$ cat config.mk
export PLATFORM = sky130hd
export DESIGN_NAME = scan_controller_flat
export DESIGN_NICKNAME = d
export VERILOG_FILES = /design/src/rtl/scan_pkg.sv /design/src/rtl/scan_controller_if.sv /design/src/rtl/scan_controller.sv /design/src/flat_wrapper.sv
export SDC_FILE = /design/constraint.sdc
export NUM_CORES = 1
export LEC_CHECK = 0
export CAP_MARGIN = 20
export CORE_MARGIN = 2
export CORE_UTILIZATION = 25
export CTS_CLUSTER_SIZE = 10
export DETAILED_ROUTE_END_ITERATION = 8
export PLACE_DENSITY = 0.59
export SLEW_MARGIN = 10
export SYNTH_ARGS = -nofsm -noshare
export SYNTH_HDL_FRONTEND = slang
export SYNTH_SLANG_ARGS = --single-unit
$ cat constraint.sdc
create_clock -name clk -period 1.3 [get_ports clk]
set_clock_uncertainty 0.2 [all_clocks]
set_input_delay 0.325 -clock clk [delete_from_list [all_inputs] [get_ports clk]]
set_output_delay 0.325 -clock clk [all_outputs]
set_load 0.05 [all_outputs]
$ cat src/rtl/scan_pkg.sv
// ============================================================================
// Module   : scan_pkg
// Brief    : Shared scan-master state encodings and sizing helper.
// Revision : 1.0
// ============================================================================
`default_nettype none

package scan_pkg;

    typedef enum logic [1:0] {
        IDLE  = 2'd0,
        SHIFT = 2'd1,
        DONE  = 2'd2
    } scan_state_t;

    // Bit counter must hold values 0..n inclusive.
    function automatic int cnt_width(input int n);
        return $clog2(n + 1);
    endfunction

endpackage

`default_nettype wire

$ cat src/rtl/scan_controller_if.sv
// ============================================================================
// Module   : scan_controller_if
// Brief    : Host request/response handshake bundle for the scan controller.
// Revision : 1.0
// ============================================================================
`default_nettype none

interface scan_controller_if #(
    parameter int CHAIN_LEN = 8
);
    logic                 req_valid;
    logic                 req_ready;
    logic [CHAIN_LEN-1:0] req_data;
    logic                 resp_valid;
    logic                 resp_ready;
    logic [CHAIN_LEN-1:0] resp_data;

    modport master (
        output req_valid,
        output req_data,
        output resp_ready,
        input  req_ready,
        input  resp_valid,
        input  resp_data
    );

    modport slave (
        input  req_valid,
        input  req_data,
        input  resp_ready,
        output req_ready,
        output resp_valid,
        output resp_data
    );
endinterface

`default_nettype wire

$ cat src/rtl/scan_controller.sv
// ============================================================================
// Module   : scan_controller
// Brief    : Loads a word into a serial scan chain while capturing its old
//            contents through one shared shift register.
// Revision : 1.0
// ============================================================================
`default_nettype none

module scan_controller
    import scan_pkg::*;
#(
    parameter int CHAIN_LEN = 8
) (
    input  wire logic         clk,
    input  wire logic         rst_n,
    scan_controller_if.slave  bus,
    output logic              scan_enable,
    output logic              scan_in,
    input  wire logic         scan_out
);

    localparam int             CW     = cnt_width(CHAIN_LEN);
    localparam logic [CW-1:0]  C_LAST = CW'(CHAIN_LEN - 1);

    scan_state_t          r_state;
    scan_state_t          w_state_nxt;
    logic [CHAIN_LEN-1:0] r_shreg;
    logic [CHAIN_LEN-1:0] w_shreg_nxt;
    logic [CHAIN_LEN-1:0] w_shifted;
    logic [CW-1:0]        r_cnt;
    logic [CW-1:0]        w_cnt_nxt;

    generate
        if (CHAIN_LEN == 1) begin : g_len_one
            assign w_shifted = scan_out;
        end else begin : g_len_many
            assign w_shifted = {r_shreg[CHAIN_LEN-2:0], scan_out};
        end
    endgenerate

    always_ff @(posedge clk or negedge rst_n) begin
        if (!rst_n) begin
            r_state <= IDLE;
            r_shreg <= '0;
            r_cnt   <= '0;
        end else begin
            r_state <= w_state_nxt;
            r_shreg <= w_shreg_nxt;
            r_cnt   <= w_cnt_nxt;
        end
    end

    always_comb begin
        w_state_nxt = r_state;
        w_shreg_nxt = r_shreg;
        w_cnt_nxt   = r_cnt;
        case (r_state)
            IDLE: begin
                if (bus.req_valid) begin
                    w_shreg_nxt = bus.req_data;
                    w_cnt_nxt   = '0;
                    w_state_nxt = SHIFT;
                end
            end
            SHIFT: begin
                // Chain and register shift together, so after CHAIN_LEN edges
                // they have swapped contents.
                w_shreg_nxt = w_shifted;
                w_cnt_nxt   = r_cnt + CW'(1);
                if (r_cnt == C_LAST) begin
                    w_state_nxt = DONE;
                end
            end
            DONE: begin
                if (bus.resp_ready) begin
                    w_state_nxt = IDLE;
                end
            end
            default: begin
                w_state_nxt = IDLE;
            end
        endcase
    end

    assign bus.req_ready  = (r_state == IDLE);
    assign bus.resp_valid = (r_state == DONE);
    assign bus.resp_data  = r_shreg;
    assign scan_enable    = (r_state == SHIFT);
    assign scan_in        = r_shreg[CHAIN_LEN-1];

endmodule

`default_nettype wire

$ cat src/flat_wrapper.sv
// flat-port wrapper written by rule: the top's interface ports become plain ports
module scan_controller_flat import scan_pkg::*;
#(
    parameter int CHAIN_LEN = 8
)
  (clk, rst_n, scan_enable, scan_in, scan_out, bus_req_valid, bus_req_data, bus_resp_ready, bus_req_ready, bus_resp_valid, bus_resp_data);
  scan_controller_if #(.CHAIN_LEN(CHAIN_LEN)) bus_i ();
  input  wire logic clk;
  input  wire logic rst_n;
  output logic scan_enable;
  output logic scan_in;
  input  wire logic scan_out;
  input wire logic [$bits(bus_i.req_valid)-1:0] bus_req_valid;
  input wire logic [$bits(bus_i.req_data)-1:0] bus_req_data;
  input wire logic [$bits(bus_i.resp_ready)-1:0] bus_resp_ready;
  output wire logic [$bits(bus_i.req_ready)-1:0] bus_req_ready;
  output wire logic [$bits(bus_i.resp_valid)-1:0] bus_resp_valid;
  output wire logic [$bits(bus_i.resp_data)-1:0] bus_resp_data;
  assign bus_i.req_valid = bus_req_valid;
  assign bus_i.req_data = bus_req_data;
  assign bus_i.resp_ready = bus_resp_ready;
  assign bus_req_ready = bus_i.req_ready;
  assign bus_resp_valid = bus_i.resp_valid;
  assign bus_resp_data = bus_i.resp_data;
  scan_controller #(.CHAIN_LEN(CHAIN_LEN)) u_core (.clk(clk), .rst_n(rst_n), .bus(bus_i), .scan_enable(scan_enable), .scan_in(scan_in), .scan_out(scan_out));
endmodule
==> results.yml, run 1 <==
status:
  status: "complete, but fails checks"
  violations: "negative setup slack"
worst_setup_path:
  crit_path_cell_trace: "nand2b_4 -> clkinvlp_4 -> buf_12"
  cp-start-kind: "flop"
  worst_setup_path_end_kind: "primary output"
  critPathBufInv: 2
  required_ns: 0.77
  critical_path_arrival_ns: 1.13
  crit_path_max_fanout: 5
  path_class: "flop to primary output"
  path_delay_family: "flip-flops"
  critical_path.slowest_cell: "dfrtp_2"
  crit_path_max_incr_delay_ns: 0.49
detailed_routing:
  dr.pass1.iters: 3
  wl_per_cell_um: 11.4
  drtIter0Drc: 2
  via_per_inst: 4.52
  drc: 0
  dr_total_vias: 646
  drtAntennaViolNets: 0
  routed_wl_mm: 1.63
clocking:
  htree_num_levels: 1
  cts_buffer_depth: 2
  cts.sinks: 14
  cts_tree: "yes"
  root_buffer: "clkbuf_4"
  ctsHoldBuffers: 0
  cts_made_buffers: 3
  worstSkewPairLatency_ns: 0.28
  clkTransAtPathRegs_ns: 0.09
floorplan:
  initial_core_util_pct: 26.4
  rows: 18
  top_level_ports: 25
  die_w_um: 54.9
  fp.dieArea_um2: 3010
  die_h_um: 54.9
  core_um2: 2450
power:
  clkPwrFrac_pct: 8.6
  p_switching_mw: 1.46
  total_power_mw: 3.61
  combPwrFrac_pct: 67.4
  ir_drop_v: 0.00149
  leakage_nw: 0.584
  power.internal_mw: 2.15
  pwr_density_cell_nw_per_um2: 2660
  power.share.sequential_pct: 24.0
  swShare_pct: 40.5
global_routing:
  grt_use_total_pct: 13.1
  grt_pass1_vias: 631
  antenna_found_initial: 0
  overflow: 0
  grt_pass1_wl_mm: 2.78
  grt_max_degree: 15
placed_design:
  dp_hpwl_mm: 1.23
  numPortBuffers: 24
  place.gp.congestion: 0.795
  placed_area_um2: 1150
synth:
  synth_area_um2: 647
  syn_inst: 65
  syn_nets: 79
  synth.yosys.seq_area_share_pct: 54.2
  synthDistinctLibCells: 17
  yosys_warnings: 0
  avgSynthCellArea_um2: 9.95
  ys_ff_latch: 14
cells_and_area:
  fill_cells: 205
  nets: 128
  layout_common_cells: "buf_4 (20), buf_12 (13), clkdlybuf4s50_1 (12), dfrtp_1 (12), nand2_1 (11)"
  final_common_cell: "buf_4"
  antenna_cells: 0
  area_delta_synth_final_pct: 110
  design_area_um2: 1360
  drive_gt1_share_pct: 52.2
sta:
  hold_violations: 0
  tns_ns: -4.04
  fin_ws_ns: -0.357
  relSlewSlack_pct: 80.4
  drv_slew: 0
  rsz0062_at_grt: "true"
  setup_viol_count_final: 26
  fmax_ghz: 0.603
  tightest_slew_ns: 0.293
  timing.final.crit_period_ns: 1.66
  fin_crit_sh_pct: 127
min_path:
  hold_class: "primary input to async pin"
job:
  drv_cap: 0
-- cell type report --
cell class              instances  area [um^2]  share of cell area (%)
well taps                      30         37.5                    2.76
inverters                       2         11.3                   0.829
repair buffers                 49          576                    42.4
multi-input cells              44          345                    25.4
clock buffers                   4         36.3                    2.67
flip-flops and latches         14          353                    26.0
-- synthesized netlist by cell type --
| library cell | instances | area [um^2] |
|---|---|---|
| a21oi_1 | 1 | 5.00 |
| nor2_1 | 3 | 11.3 |
| inv_1 | 2 | 7.51 |
| nand3_1 | 2 | 10.0 |
| buf_2 | 4 | 20.0 |
| a22o_1 | 3 | 26.3 |
| dfrtp_1 | 14 | 350 |
| o21bai_2 | 1 | 11.3 |
| nor2b_1 | 2 | 12.5 |
| mux2_2 | 1 | 11.3 |
| buf_4 | 1 | 7.51 |
| ha_1 | 1 | 12.5 |
| a22oi_1 | 8 | 60.1 |
| o311ai_1 | 1 | 8.76 |
| nand2b_1 | 1 | 6.26 |
| nand2_1 | 11 | 41.3 |
| o21ai_1 | 9 | 45.0 |
-- path summary, 6_finish.rpt --
| kind | from | endpoint | slack (ns) | depth (start not counted) |
|---|---|---|---|---|
| max reg2reg | u_core.r_state[0] | u_core.bus.resp_data[1] | -0.20 | 5 |
| min in group clk | u_core.r_cnt[0] | u_core.r_cnt[0] | 0.37 | 2 |
| min reg2reg | u_core.r_cnt[0] | u_core.r_cnt[0] | 0.37 | 2 |
| max | u_core.r_state[0] | scan_enable | -0.36 | 3 |
| min | rst_n | u_core.bus.resp_data[1] | 0.16 | 2 |
| max in group asynchronous | rst_n | u_core.bus.resp_data[7] | 0.61 | 2 |
-- per-stage QoR --
stage / setup slack [ns] / cells / hold WS, ns / util (%)
after detailed placement: -0.551 / 125 / 0.352 / 46.7
after global routing: -0.413 / 143 / 0.171 / 55.4
final: -0.357 / 143 / 0.162 / 55.4
after floorplan: -0.119 / 65 / -0.171 / -
after CTS: -0.369 / 143 / 0.162 / 53.9
after global placement: -0.542 / 125 / 0.325 / 46.7
-- power groups by stage --
stage               Clock (mW)  Combinational [mW]  Sequential [mW]
finish                   0.311                2.43            0.865
global route             0.347                2.59            0.892
CTS                      0.316                2.38            0.868
detailed placement           0                2.04            0.915
global placement             0                2.00            0.904
floorplan                    0               0.720             1.22
-- what timing repair did --
item | CTS | global route
endpoints found under the setup margin | 25 | 26
buffers inserted | 14 | 0
resized for setup | 8 | 7
pin swaps | 1 | 1
-- routing by layer --
metal	routed length, um	GRT usage (%)	up-vias
li1	-	-	332
met1	680	15.9	297
met2	848	23.0	15
met3	79	3.01	2
met4	19	3.75	0
met5	0	0	-
-- logic make-up (layout without fill, tap and decap cells) --
group / count (synthesis) / after routing / share of synthesized area, %
compound gates: 23 / 23 / 24.2
flops: 14 / 14 / 54.2
fa+ha+maj: 1 / 1 / 1.93
simple gates: 19 / 19 / 12.6
buf+inv: 7 / 55 / 5.42
mux: 1 / 1 / 1.74
-- registers in the layout (all words and copies together) (netlist names) --
register	flops
u_core.bus.resp_data	8
u_core.r_state	2
u_core.r_cnt	4
(Power assumes the default switching activity.)
==> run 2, diff against run 1 <==
Settings changed: CTS_CLUSTER_SIZE 10 to 16.
==> results of run 2 <==
No change in the layout: final DEF, timing and power equal those of run 1.
